--- src/rtl/alarm_clock_pkg.sv ---
// rtl/alarm_clock_pkg.sv - shared states, constants and mm:ss helpers for the alarm clock
package alarm_clock_pkg;

    localparam int SEC_PER_MIN = 60;
    localparam int MAX_COUNT   = 3599;

    // Encodings double as the edit_sel display code.
    typedef enum logic [2:0] {
        ST_RUN     = 3'd0,
        ST_LOAD    = 3'd1,
        ST_SET_MIN = 3'd2,
        ST_SET_SEC = 3'd3,
        ST_COMMIT  = 3'd4,
        ST_ALM_MIN = 3'd5,
        ST_ALM_SEC = 3'd6
    } mode_state_t;

    function automatic logic [5:0] step_mod60(input logic [5:0] v, input logic up, input logic down);
        logic [5:0] r;
        r = v;
        if (up && !down) begin
            r = (v >= 6'd59) ? 6'd0 : v + 6'd1;
        end else if (down && !up) begin
            r = (v == 6'd0) ? 6'd59 : v - 6'd1;
        end
        return r;
    endfunction

    // m*60 + s as m*64 - m*4 + s; m <= 59 keeps every term inside 12 bits.
    function automatic logic [11:0] mmss_to_sec(input logic [5:0] m, input logic [5:0] s);
        return {m, 6'b0} - {4'b0, m, 2'b0} + {6'b0, s};
    endfunction

endpackage

--- src/rtl/mode_controller_if.sv ---
// rtl/mode_controller_if.sv - button, counter and alarm signals between mode_controller and its neighbours
interface mode_controller_if;

    logic        tick_1s;
    logic        btn_mode;
    logic        btn_up;
    logic        btn_down;
    logic        btn_pause;
    logic [11:0] count;

    logic        ENABLE;
    logic        time_flows;
    logic [11:0] SET_TIME;
    logic [11:0] alarm_time;
    logic        alarm_armed;
    logic        ringing;
    logic [2:0]  edit_sel;

    modport master (
        input  tick_1s, btn_mode, btn_up, btn_down, btn_pause, count,
        output ENABLE, time_flows, SET_TIME, alarm_time, alarm_armed, ringing, edit_sel
    );

    modport slave (
        output tick_1s, btn_mode, btn_up, btn_down, btn_pause, count,
        input  ENABLE, time_flows, SET_TIME, alarm_time, alarm_armed, ringing, edit_sel
    );

endinterface

--- src/rtl/sec_to_mmss.sv ---
// rtl/sec_to_mmss.sv - iterative seconds to mm:ss converter, one subtraction of 60 per cycle
module sec_to_mmss #(
    parameter int MAX_COUNT = alarm_clock_pkg::MAX_COUNT
) (
    input  logic        CLOCK,
    input  logic        RESET_N,
    input  logic        start,
    input  logic [11:0] value,
    output logic        busy,
    output logic        done,
    output logic [5:0]  mm,
    output logic [5:0]  ss
);

    localparam logic [11:0] CLAMP    = 12'(MAX_COUNT);
    localparam logic [11:0] MIN_STEP = 12'(alarm_clock_pkg::SEC_PER_MIN);

    logic [11:0] residual;

    always_ff @(posedge CLOCK or negedge RESET_N) begin
        if (!RESET_N) begin
            busy     <= 1'b0;
            done     <= 1'b0;
            residual <= '0;
            mm       <= '0;
            ss       <= '0;
        end else begin
            done <= 1'b0;
            if (start) begin
                residual <= (value > CLAMP) ? CLAMP : value;
                mm       <= '0;
                busy     <= 1'b1;
            end else if (busy) begin
                if (residual >= MIN_STEP) begin
                    residual <= residual - MIN_STEP;
                    mm       <= mm + 6'd1;
                end else begin
                    ss   <= residual[5:0];
                    done <= 1'b1;
                    busy <= 1'b0;
                end
            end
        end
    end

endmodule

--- src/rtl/mode_controller.sv ---
// rtl/mode_controller.sv - run/set/alarm-edit sequencer driving the 1 s counter and the alarm
module mode_controller import alarm_clock_pkg::*; #(
    parameter int RING_SECS = 30,
    parameter int MAX_COUNT = alarm_clock_pkg::MAX_COUNT
) (
    input  logic              CLOCK,
    input  logic              RESET_N,
    mode_controller_if.master bus
);

    mode_state_t state, state_nxt;

    logic [5:0] min_r, sec_r, amin_r, asec_r;
    logic [5:0] ring_cnt;
    logic       matched;

    logic       conv_start, conv_busy, conv_done;
    logic [5:0] conv_mm, conv_ss;

    logic any_btn, silence, bm, bp, bu, bd;
    logic in_alm, alarm_start;

    // While ringing, any press only silences; otherwise mode > pause > up/down.
    assign any_btn = bus.btn_mode | bus.btn_up | bus.btn_down | bus.btn_pause;
    assign silence = bus.ringing & any_btn;
    assign bm      = bus.btn_mode  & ~bus.ringing;
    assign bp      = bus.btn_pause & ~bus.ringing & ~bus.btn_mode;
    assign bu      = bus.btn_up    & ~bus.ringing & ~bus.btn_mode & ~bus.btn_pause;
    assign bd      = bus.btn_down  & ~bus.ringing & ~bus.btn_mode & ~bus.btn_pause;

    assign in_alm     = (state == ST_ALM_MIN) || (state == ST_ALM_SEC);
    assign conv_start = (state == ST_RUN) && bm;

    assign alarm_start = bus.ENABLE && bus.alarm_armed && bus.tick_1s &&
                         (bus.count == bus.alarm_time) && !bus.ringing && !matched;

    sec_to_mmss #(.MAX_COUNT(MAX_COUNT)) u_conv (
        .CLOCK   (CLOCK),
        .RESET_N (RESET_N),
        .start   (conv_start),
        .value   (bus.count),
        .busy    (conv_busy),
        .done    (conv_done),
        .mm      (conv_mm),
        .ss      (conv_ss)
    );

    always_comb begin
        state_nxt = state;
        case (state)
            ST_RUN:     if (bm) state_nxt = ST_LOAD;
            // An idle converter without a result would strand LOAD; fall back to RUN.
            ST_LOAD:    if (conv_done) state_nxt = ST_SET_MIN;
                        else if (!conv_busy) state_nxt = ST_RUN;
            ST_SET_MIN: if (bm) state_nxt = ST_SET_SEC;
            ST_SET_SEC: if (bm) state_nxt = ST_COMMIT;
            ST_COMMIT:  if (bus.tick_1s) state_nxt = ST_ALM_MIN;
            ST_ALM_MIN: if (bm) state_nxt = ST_ALM_SEC;
            ST_ALM_SEC: if (bm) state_nxt = ST_RUN;
            default:    state_nxt = ST_RUN;
        endcase
    end

    always_ff @(posedge CLOCK or negedge RESET_N) begin
        if (!RESET_N) begin
            state           <= ST_RUN;
            bus.edit_sel    <= ST_RUN;
            bus.ENABLE      <= 1'b1;
            bus.time_flows  <= 1'b1;
            bus.alarm_armed <= 1'b0;
        end else begin
            state        <= state_nxt;
            bus.edit_sel <= state_nxt;
            bus.ENABLE   <= !((state_nxt == ST_SET_MIN) || (state_nxt == ST_SET_SEC) ||
                              (state_nxt == ST_COMMIT));
            if ((state == ST_RUN) && bp) bus.time_flows  <= ~bus.time_flows;
            if (in_alm && bp)            bus.alarm_armed <= ~bus.alarm_armed;
        end
    end

    always_ff @(posedge CLOCK or negedge RESET_N) begin
        if (!RESET_N) begin
            min_r          <= '0;
            sec_r          <= '0;
            amin_r         <= '0;
            asec_r         <= '0;
            bus.SET_TIME   <= '0;
            bus.alarm_time <= '0;
        end else begin
            bus.SET_TIME   <= mmss_to_sec(min_r, sec_r);
            bus.alarm_time <= mmss_to_sec(amin_r, asec_r);
            case (state)
                ST_LOAD: begin
                    if (conv_done) begin
                        min_r <= conv_mm;
                        sec_r <= conv_ss;
                    end
                end
                ST_SET_MIN: min_r  <= step_mod60(min_r, bu, bd);
                ST_SET_SEC: sec_r  <= step_mod60(sec_r, bu, bd);
                ST_ALM_MIN: amin_r <= step_mod60(amin_r, bu, bd);
                ST_ALM_SEC: asec_r <= step_mod60(asec_r, bu, bd);
                default: ;
            endcase
        end
    end

    // matched blocks retrigger until a tick shows the count has moved off the alarm time.
    always_ff @(posedge CLOCK or negedge RESET_N) begin
        if (!RESET_N) begin
            bus.ringing <= 1'b0;
            ring_cnt    <= '0;
            matched     <= 1'b0;
        end else begin
            if (silence) begin
                bus.ringing <= 1'b0;
                ring_cnt    <= '0;
            end else if (bus.ringing && bus.tick_1s) begin
                if (ring_cnt <= 6'd1) begin
                    bus.ringing <= 1'b0;
                    ring_cnt    <= '0;
                end else begin
                    ring_cnt <= ring_cnt - 6'd1;
                end
            end else if (alarm_start) begin
                bus.ringing <= 1'b1;
                ring_cnt    <= 6'(RING_SECS);
            end

            if (alarm_start) begin
                matched <= 1'b1;
            end else if (bus.tick_1s && (bus.count != bus.alarm_time)) begin
                matched <= 1'b0;
            end
        end
    end

endmodule

--- src/flat_wrapper.sv ---
// flat-port wrapper written by rule: the top's interface ports become plain ports
module mode_controller_flat import alarm_clock_pkg::*;
#(
    parameter int RING_SECS = 30,
    parameter int MAX_COUNT = alarm_clock_pkg::MAX_COUNT
)
  (CLOCK, RESET_N, bus_tick_1s, bus_btn_mode, bus_btn_up, bus_btn_down, bus_btn_pause, bus_count, bus_ENABLE, bus_time_flows, bus_SET_TIME, bus_alarm_time, bus_alarm_armed, bus_ringing, bus_edit_sel);
  mode_controller_if bus_i ();
  input  logic CLOCK;
  input  logic RESET_N;
  input wire logic [$bits(bus_i.tick_1s)-1:0] bus_tick_1s;
  input wire logic [$bits(bus_i.btn_mode)-1:0] bus_btn_mode;
  input wire logic [$bits(bus_i.btn_up)-1:0] bus_btn_up;
  input wire logic [$bits(bus_i.btn_down)-1:0] bus_btn_down;
  input wire logic [$bits(bus_i.btn_pause)-1:0] bus_btn_pause;
  input wire logic [$bits(bus_i.count)-1:0] bus_count;
  output wire logic [$bits(bus_i.ENABLE)-1:0] bus_ENABLE;
  output wire logic [$bits(bus_i.time_flows)-1:0] bus_time_flows;
  output wire logic [$bits(bus_i.SET_TIME)-1:0] bus_SET_TIME;
  output wire logic [$bits(bus_i.alarm_time)-1:0] bus_alarm_time;
  output wire logic [$bits(bus_i.alarm_armed)-1:0] bus_alarm_armed;
  output wire logic [$bits(bus_i.ringing)-1:0] bus_ringing;
  output wire logic [$bits(bus_i.edit_sel)-1:0] bus_edit_sel;
  assign bus_i.tick_1s = bus_tick_1s;
  assign bus_i.btn_mode = bus_btn_mode;
  assign bus_i.btn_up = bus_btn_up;
  assign bus_i.btn_down = bus_btn_down;
  assign bus_i.btn_pause = bus_btn_pause;
  assign bus_i.count = bus_count;
  assign bus_ENABLE = bus_i.ENABLE;
  assign bus_time_flows = bus_i.time_flows;
  assign bus_SET_TIME = bus_i.SET_TIME;
  assign bus_alarm_time = bus_i.alarm_time;
  assign bus_alarm_armed = bus_i.alarm_armed;
  assign bus_ringing = bus_i.ringing;
  assign bus_edit_sel = bus_i.edit_sel;
  mode_controller #(.RING_SECS(RING_SECS), .MAX_COUNT(MAX_COUNT)) u_core (.CLOCK(CLOCK), .RESET_N(RESET_N), .bus(bus_i));
endmodule
--- config.mk ---
export PLATFORM = sky130hd
export DESIGN_NAME = mode_controller_flat
export DESIGN_NICKNAME = d
export VERILOG_FILES = /design/src/rtl/alarm_clock_pkg.sv /design/src/rtl/mode_controller_if.sv /design/src/rtl/sec_to_mmss.sv /design/src/rtl/mode_controller.sv /design/src/flat_wrapper.sv
export SDC_FILE = /design/constraint.sdc
export NUM_CORES = 1
export LEC_CHECK = 0
export CORE_ASPECT_RATIO = 0.5
export CORE_UTILIZATION = 45
export CTS_CLUSTER_DIAMETER = 100
export DETAILED_ROUTE_END_ITERATION = 10
export PLACE_DENSITY = 0.63
export SYNTH_ARGS = -nofsm -noshare
export SYNTH_HDL_FRONTEND = slang
export SYNTH_HIERARCHICAL = 1
export SYNTH_SLANG_ARGS = --single-unit
--- constraint.sdc ---
create_clock -name CLOCK -period 6 [get_ports CLOCK]
set_clock_uncertainty 0.05 [all_clocks]
set_input_delay 1.8 -clock CLOCK [delete_from_list [all_inputs] [get_ports CLOCK]]
set_output_delay 1.8 -clock CLOCK [all_outputs]
set_load 0.02 [all_outputs]
[After elaboration in Yosys (flattened, before gate mapping)]
Index checks and enable logic that the tools add are counted.
Word-level totals
  flip-flop bits (word level): 88
  word-level logic and storage cells: 166
  output and inout port bits: 31
  input port bits: 19
Cells by class
  bitwise operators: 20
  $add $sub $neg: 15
  multiplexer cells: 52
  reduce and logical (&&, ||, !) cells: 39
  order comparisons: 7
  eq/ne operators: 15
Operator list (count)
  $mux W6: 25
  $mux W12: 4
  $add A6 B1 Y6 const B: 5
  $sub A6 B1 Y6 const B: 5
  $add A12 B6 Y12: 2
  $ge A6 B6 Y1 const B: 4
  $logic_not A6 Y1: 4
  $mux W3: 8
  $pmux W6 S2: 2
  $sub A12 B8 Y12: 2
  $pmux W3 S7: 1
  $eq A12 B12 Y1: 1
  $eq A3 B2 Y1 const B: 4
  $eq A3 B3 Y1 const B: 4
  $ge A12 B6 Y1 const B: 1
  $gt A12 B12 Y1 const B: 1
  $logic_and A1 B1 Y1: 12
  $mux W1: 12
  $ne A12 B12 Y1: 1
  $reduce_bool A2 Y1: 6
  $sub A12 B6 Y12 const B: 1
  $and A1 B1 Y1: 10
  $reduce_and A3 Y1: 3
  $reduce_and A2 Y1: 4
  other kinds (11): 26

[Longest topological paths before layout]
Gate-level depths: netlist of run 1.
  word-level depth: 9
  gate-level depth with buffers: 11
  depth with buffers taken out: 8

[Cells and area by module]
Netlist of run 1, hierarchy kept.
By module, submodules not included
  mode_controller: seq. area each 1554.0 sq um, times used 1, area each 4275.4 sq um, cells each 501
  sec_to_mmss: seq. area each 650.6 sq um, times used 1, area each 1317.5 sq um, cells each 123

[Least setup slack after synthesis of run 1]
OpenSTA, ideal clock, no wires.
  path type: in2reg
  from: input port bus_btn_mode
  to: register u_core.amin_r[4]
  setup time: 0.087 ns
  data required time: 5.863 ns
  slack: 2.408 ns
  arrival: 3.455 ns
  stages on the path: 8
  cell sequence: nor3_1 -> and2_1 -> ha_1 -> nand2b_1 -> or2_1 -> buf_6 -> or4_1 -> o211ai_1
On the way
  cells in the longest elaborated chain, start to end: 7
Ends and longest elaborated chain
  start, declared: RTL line flat_wrapper.sv:12  | input wire logic [$bits(bus_i.btn_mode)-1:0] bus_btn_mode;
  $not A1 Y1 *: RTL line mode_controller.sv:28, mode_controller.sv:29
  $and A1 B1 Y1 (on tied branches) (2 in series): RTL line mode_controller.sv:29, mode_controller.sv:28
  $logic_not A1 Y1 (on tied branches): RTL line alarm_clock_pkg.sv:21, alarm_clock_pkg.sv:23
  $logic_and A1 B1 Y1 (on tied branches): RTL line alarm_clock_pkg.sv:21, alarm_clock_pkg.sv:23
  $reduce_bool A2 Y1 (no source line)
  $reduce_and A2 Y1 (no source line)
  end signal, assigned: RTL line mode_controller.sv:101  | ST_ALM_MIN: amin_r <= step_mod60(amin_r, bu, bd);
  end, declared: RTL line mode_controller.sv:13  | logic [5:0] min_r, sec_r, amin_r, asec_r;
Every way passes the cells marked *; elsewhere a longest branch is shown, timed or not.
A chain may end at the register's enable or synchronous reset.

[Worst setup path in the final report of run 1]
  from: input port bus_btn_mode
  to: register u_core.min_r[5]
On the way
  cells in the longest elaborated chain, start to end: 7
Ends and longest elaborated chain
  $not A1 Y1 *: RTL line mode_controller.sv:28, mode_controller.sv:29
  $and A1 B1 Y1 (on tied branches) (2 in series): RTL line mode_controller.sv:29, mode_controller.sv:28
  $logic_not A1 Y1 (on tied branches): RTL line alarm_clock_pkg.sv:21, alarm_clock_pkg.sv:23
  $logic_and A1 B1 Y1 (on tied branches): RTL line alarm_clock_pkg.sv:21, alarm_clock_pkg.sv:23
  $ne A3 B1 Y1 (no source line) or $mux W6 (tied branches)
  $reduce_and A3 Y1 (no source line) or $pmux W6 S2 (tied branches)
  end signal, assigned: RTL line mode_controller.sv:95  | min_r <= conv_mm;
  end signal, assigned: RTL line mode_controller.sv:99  | ST_SET_MIN: min_r <= step_mod60(min_r, bu, bd);
  end, declared: RTL line mode_controller.sv:13
Marks and branches as above.

==> results of run 1 <==
[cells in the final DEF (no fill, tap or decap), drive strengths merged, types with 6 or more instances in the layout]
| cell type | Yosys | final |
|---|---|---|
| o211ai | 14 | 14 |
| mux2 | 6 | 6 |
| o31ai | 7 | 7 |
| mux2i | 6 | 6 |
| nand2b | 6 | 6 |
| a21oi | 26 | 26 |
| clkbuf | 22 | 12 |
| and2 | 7 | 7 |
| xor2 | 10 | 10 |
| clkdlybuf4s50 | 0 | 48 |
| nor4 | 7 | 7 |
| nand3 | 22 | 22 |
| ha | 30 | 30 |
| a21o | 7 | 7 |
| a31oi | 14 | 14 |
| and3 | 10 | 10 |
| nand2 | 52 | 52 |
| a211oi | 9 | 9 |
| dfrtp | 86 | 86 |
| nor3 | 17 | 17 |
| inv | 35 | 36 |
| xnor2 | 29 | 29 |
| nor2b | 10 | 10 |
| nor2 | 54 | 54 |
| o21ai | 39 | 39 |
[final cells by class]
| cell class | count | share of cell area |
|---|---|---|
| multi-input combinational | 466 | 0.478 |
| sequential | 88 | 0.340 |
| timing repair buffer | 52 | 0.0787 |
| clock buffer | 12 | 0.0395 |
| tap | 165 | 0.0318 |
| inverter | 35 | 0.0203 |
| clock inverter | 4 | 0.0118 |
[kinds of logic (layout without fill, tap and decap cells)]
kind of cell | count (synthesis) | in the layout | synth area share
AND/OR/NAND/NOR | 211 | 211 | 0.191
AO/OA/AOI/OAI | 173 | 173 | 0.211
flip-flops | 88 | 88 | 0.394
buffers and inverters | 70 | 103 | 0.0512
XOR/XNOR | 39 | 39 | 0.0611
adder cells (fa/ha/maj) | 31 | 31 | 0.0689
multiplexers | 12 | 12 | 0.0228
[where the power goes]
group          internal [mW]  total [mW]  switching (mW)
clock network          0.389       0.622           0.233
logic                  0.767        1.62           0.854
registers              0.838        1.17           0.330
total                   1.99        3.41            1.42
[layer usage]
metal | track usage | share of wire | vias to the layer above
li1 | - | - | 2329
met1 | 0.300 | 0.49 | 2287
met2 | 0.352 | 0.45 | 107
met3 | 0.0455 | 0.041 | 11
met4 | 0.0558 | 0.011 | 0
met5 | 0 | 0 | -
[worst max-delay path, cell delays in order]
cell and delay [ns]:
clkdlybuf4s50_1 0.47, nor3_1 0.25, and2_1 0.16, ha_1 0.16, buf_4 0.34, inv_1 0.33
and3_1 0.25, or3_1 0.34, a211oi_1 0.23, a211oi_1 0.08
[sequential cells by signal, indices dropped and copies added (netlist names)]
| name | count |
|---|---|
| u_core/sec_r | 6 |
| u_core/bus.time_flows | 1 |
| u_core/matched | 1 |
| u_core/bus.ringing | 1 |
| u_core/ring_cnt | 6 |
| u_core/u_conv/ss | 6 |
| u_core/u_conv/mm | 6 |
| u_core/u_conv/done | 1 |
| u_core/bus.alarm_armed | 1 |
| u_core/amin_r | 6 |
| u_core/asec_r | 6 |
| u_core/min_r | 6 |
| u_core/u_conv/busy | 1 |
| u_core/u_conv/residual | 12 |
| u_core/bus.SET_TIME | 12 |
| u_core/bus.ENABLE | 1 |
| u_core/bus.alarm_time | 12 |
| u_core/state | 3 |
[worst min-delay path by stage]
| stage | end | slack [ns] | depth (start not counted) |
|---|---|---|---|
| detailed placement | u_core/bus.time_flows | 0.44 | 1 |
| global route | u_core/bus.time_flows | 0.45 | 1 |
| global placement | u_core/bus.time_flows | 0.43 | 1 |
| CTS | u_core/bus.time_flows | 0.44 | 1 |
| floorplan | u_core/bus.alarm_time[1] | 0.39 | 0 |
| finish | u_core/bus.time_flows | 0.44 | 1 |
==> flow_metrics.py, run 1 <==
metrics = {
    "place": {
        "dp.cells": 806,
        "hpwl_microns": 9590,
        "pre_cts_slack_ns": 1.44,
        "gp_congestion": 0.846,
        "placed_cell_area_sq_um": 6150,
        "io_buffer_count": 49,
    },
    "hold_path": {
        "hp-class": "flip-flop to flip-flop",
        "hold_path_startpoint": "u_core/bus.time_flows",
    },
    "finish": {
        "diodes": 0,
        "fin_util": 0.543,
        "fin_area_sq_um": 6490,
        "fillers": 1102,
        "seq_area_sq_um": 2200,
        "nets": 701,
        "multiInputGateArea_sq_um": 3100,
        "final_layout_size_suffix_gt1_frac": 0.0578,
        "stdcell_count": 822,
        "syn2layout_area_growth_pct": 16.0,
    },
    "global_route": {
        "grt_pass1_wl_microns": 22100,
        "overflow": 0,
        "grt_pass1_vias": 4375,
        "antenna_found_initial": 0,
        "grt_usage": 0.218,
        "grt_max_degree": 61,
    },
    "logic_synthesis": {
        "yosysSeqAreaShare": 0.394,
        "yosys.area.top_type": "dfrtp_1",
        "synth_fp_nets": 673,
        "ys_warn_count": 6,
        "yosysMostFrequentCell": "dfrtp_1",
        "synth_cell_types": 69,
        "ys_seq_elements": 88,
        "synth_top_cells_by_count": "dfrtp_1, nand2_1, nor2_1, o21ai_0, inv_1",
        "async_reset_ff_frac": 1.00,
        "synth_edf_count": 0,
        "synthTopCellsByArea": "dfrtp_1, ha_1, xnor2_1",
        "synth_top_area_frac": 0.385,
        "yosys_most_used_dff": "dfrtp_1",
        "avgSynthCellArea_sq_um": 8.96,
        "netlist_area_sq_um": 5590,
        "synthCells": 624,
    },
    "critical_path": {
        "cp.required_ns": 6.15,
        "cp.arrival_ns": 4.42,
        "start_kind": "input port",
        "r2r_cells": 9,
        "end_kind": "flip-flop",
        "critPathLaunch": "bus_btn_mode",
        "crit_fanout": 35,
        "regToRegEndpoint": "u_core/min_r[5]",
        "critPathKind": "input port to flip-flop",
        "worstSetupEndpoint": "u_core/min_r[5]",
        "reg2reg_slack_ns": 3.15,
        "rr_startpoint": "u_core/bus.ringing",
    },
    "flow_run": {
        "cap_violations": 0,
    },
    "sta": {
        "fmax_mhz": 234,
        "drv_slew": 0,
        "timing.setup.tns_ns": 0,
        "hold_ws_ns": 0.442,
        "finalCritPeriodShare": 0.711,
        "finalSetupViolCount": 0,
        "period_minus_slack_ns": 4.27,
        "slew_headroom": 0.483,
        "rsz0062_at_grt": "no",
        "timing_hold_violations_final": 0,
        "setup_ws_ns": 1.73,
        "worst_pin_slew_ns": 0.776,
    },
    "die": {
        "fp-row-count": 28,
        "initial_core_util": 0.468,
        "dieArea_sq_um": 12900,
        "ioPinCount": 50,
        "dieHeight_microns": 80.8,
        "core_sq_um": 11900,
        "die_x_microns": 160,
    },
    "cts": {
        "htree_levels": 3,
        "path_clk_slew_ns": 0.06,
        "cts_resized": 0,
        "cts-root-buf": "clkbuf_16",
        "cts_tree": "built",
        "postCtsSetupRepairBufs": 0,
        "worstSkewPairLatency_ns": 0.34,
        "clock_path_buffers": 2,
        "numCtsBuffers": 9,
        "hold_buffers": 0,
        "cts.sinks": 88,
    },
    "pwr": {
        "power_density_nw_per_um2": 526,
        "irDropWorstVdd_mv": 0.257,
        "leakage_nw": 2.70,
        "power.total_mw": 3.41,
    },
    "drt": {
        "drt_iter0_drc": 323,
        "vias_per_cell": 5.76,
        "drc": 0,
        "first_pass_iters": 7,
        "ant_nets": 0,
        "wl_microns": 13400,
        "vias": 4734,
        "wl_per_cell_microns": 16.3,
    },
    "status": {
        "status": "finished, final reports clean",
    },
}
(Power assumes the default switching activity.)
==> run 2: changes to the inputs <==
- clock period: 6 -> 4.3 ns (I/O delays scaled with it)
==> flow_metrics.py, run 2 (synthesis gave the netlist of run 1 again) <==
metrics = {
    "drt": {
        "ant_nets": 0,
        "wl_microns": 13200,
        "drt_iter0_drc": 321,
        "first_pass_iters": 5,
        "vias_per_cell": 5.74,
        "wl_per_cell_microns": 16.0,
        "vias": 4738,
        "drc": 0,
    },
    "finish": {
        "layout_commonest_cell": "dfrtp_1",
        "reg_top3": "u_core/bus.SET_TIME: 12 flops, u_core/bus.alarm_time: 12 flops, u_core/u_conv/residual: 12 flops",
        "diodes": 0,
        "nets": 704,
        "layout_common_cells": "dfrtp_1, nor2_1, nand2_1",
        "fin_util": 0.548,
        "final_layout_size_suffix_gt1_frac": 0.0621,
        "stdcell_count": 825,
        "syn2layout_area_growth_pct": 17.1,
    },
    "pwr": {
        "irDropWorstVdd_mv": 0.300,
        "leakage_nw": 2.73,
        "power_density_nw_per_um2": 740,
    },
    "place": {
        "hpwl_microns": 9520,
        "gp_congestion": 0.875,
        "dp.cells": 809,
        "pre_cts_slack_ns": 0.544,
        "io_buffer_count": 49,
    },
    "sta": {
        "timing_hold_violations_final": 0,
        "fmax_mhz": 291,
        "rsz0062_at_grt": "no",
        "timing.setup.tns_ns": 0,
        "finalCritPeriodShare": 0.799,
        "slew_headroom": 0.468,
        "period_minus_slack_ns": 3.43,
        "setup_ws_ns": 0.866,
        "drv_slew": 0,
        "finalSetupViolCount": 0,
        "worst_pin_slew_ns": 0.799,
    },
    "critical_path": {
        "r2r_cells": 7,
        "crit_family": "simple AND/OR/NAND/NOR gates",
        "slowest_stage": "or4_1",
        "worstSetupPathDepth": 8,
        "end_kind": "flip-flop",
        "cp.arrival_ns": 3.64,
        "start_kind": "input port",
        "slowest_delay_ns": 0.50,
        "cp.required_ns": 4.51,
        "rr_startpoint": "u_core/bus.ringing",
        "crit_fanout": 10,
        "worstPathBufferInverterCount": 1,
        "reg2reg_slack_ns": 1.81,
        "regToRegEndpoint": "u_core/amin_r[4]",
        "worstPathCellList": "clkdlybuf4s50_1 > nor3_1 > and2_1 > ha_1 > nand2b_1 > or2_1 > or4_1 > o211ai_1",
        "critPathKind": "input port to flip-flop",
    },
    "cts": {
        "cts-root-buf": "clkbuf_16",
        "hold_buffers": 0,
        "worstSkewPairLatency_ns": 0.34,
        "htree_levels": 3,
        "postCtsSetupRepairBufs": 0,
        "path_clk_slew_ns": 0.07,
        "cts_resized": 0,
        "clock_path_buffers": 2,
        "cts.sinks": 88,
        "numCtsBuffers": 9,
        "cts_tree": "built",
    },
    "die": {
        "ioPinCount": 50,
        "dieHeight_microns": 80.8,
        "initial_core_util": 0.468,
        "die_x_microns": 160,
        "dieArea_sq_um": 12900,
        "core_sq_um": 11900,
        "fp-row-count": 28,
    },
    "global_route": {
        "antenna_found_initial": 0,
        "grt_usage": 0.218,
        "overflow": 0,
        "grt_pass1_vias": 4489,
        "grt_pass1_wl_microns": 22300,
        "grt_max_degree": 61,
    },
    "hold_path": {
        "whs_endpoint": "u_core/bus.alarm_armed",
        "hp-class": "flip-flop to flip-flop",
        "hold_path_startpoint": "u_core/bus.alarm_armed",
        "whs_path_depth": 1,
    },
    "flow_run": {
        "cap_violations": 0,
    },
    "status": {
        "status": "finished, final reports clean",
    },
}
-- run 2: worst register-to-register path, stage by stage (launching register included) --
cell	delay [ns]
dfrtp_1	0.50
nor3_1	0.27
and2_1	0.17
ha_1	0.26
nand2b_1	0.19
or2_1	0.38
or4_1	0.51
o211ai_1	0.09
-- run 2: report_power, final --
group | switching, mW | internal [mW]
registers | 0.454 | 1.17
clock network | 0.321 | 0.643
logic | 1.18 | 1.07
total | 1.96 | 2.89
-- run 2: through the flow --
step | hold WS, ns | power (mW) | instance area, sq um
final | 0.452 | 4.84 | 6550
after global routing | 0.472 | 5.23 | 6550
after CTS | 0.460 | 4.87 | 6550
after detailed placement | 0.441 | 3.88 | 6180
after global placement | 0.425 | 3.85 | 6180
after floorplan | 0.388 | 3.23 | 5590
-- run 2: cell type report --
type / instances / area (sq um)
clock inverters: 5 / 128
multi-input cells: 466 / 3100
inverters: 35 / 131
flip-flops and latches: 88 / 2200
clock buffers: 11 / 243
well taps: 165 / 206
fillers: 1079 / 5400
repair buffers: 55 / 533
-- run 2: worst max path at each step --
stage	start	to	slack, ns
floorplan	bus_btn_mode	u_core/amin_r[4]	1.22
global placement	bus_btn_mode	u_core/amin_r[4]	0.59
detailed placement	bus_btn_mode	u_core/amin_r[4]	0.54
CTS	bus_btn_mode	u_core/amin_r[4]	0.90
global route	bus_btn_mode	u_core/amin_r[4]	0.73
finish	bus_btn_mode	u_core/amin_r[4]	0.87
-- run 2: routing by layer --
layer  part of all wire  GRT usage  vias to the layer above
met5                  0          0                        -
met4              0.013     0.0558                        0
met3              0.039     0.0409                       16
met2               0.46      0.352                      114
met1               0.49      0.302                     2285
li1                   -          -                     2323
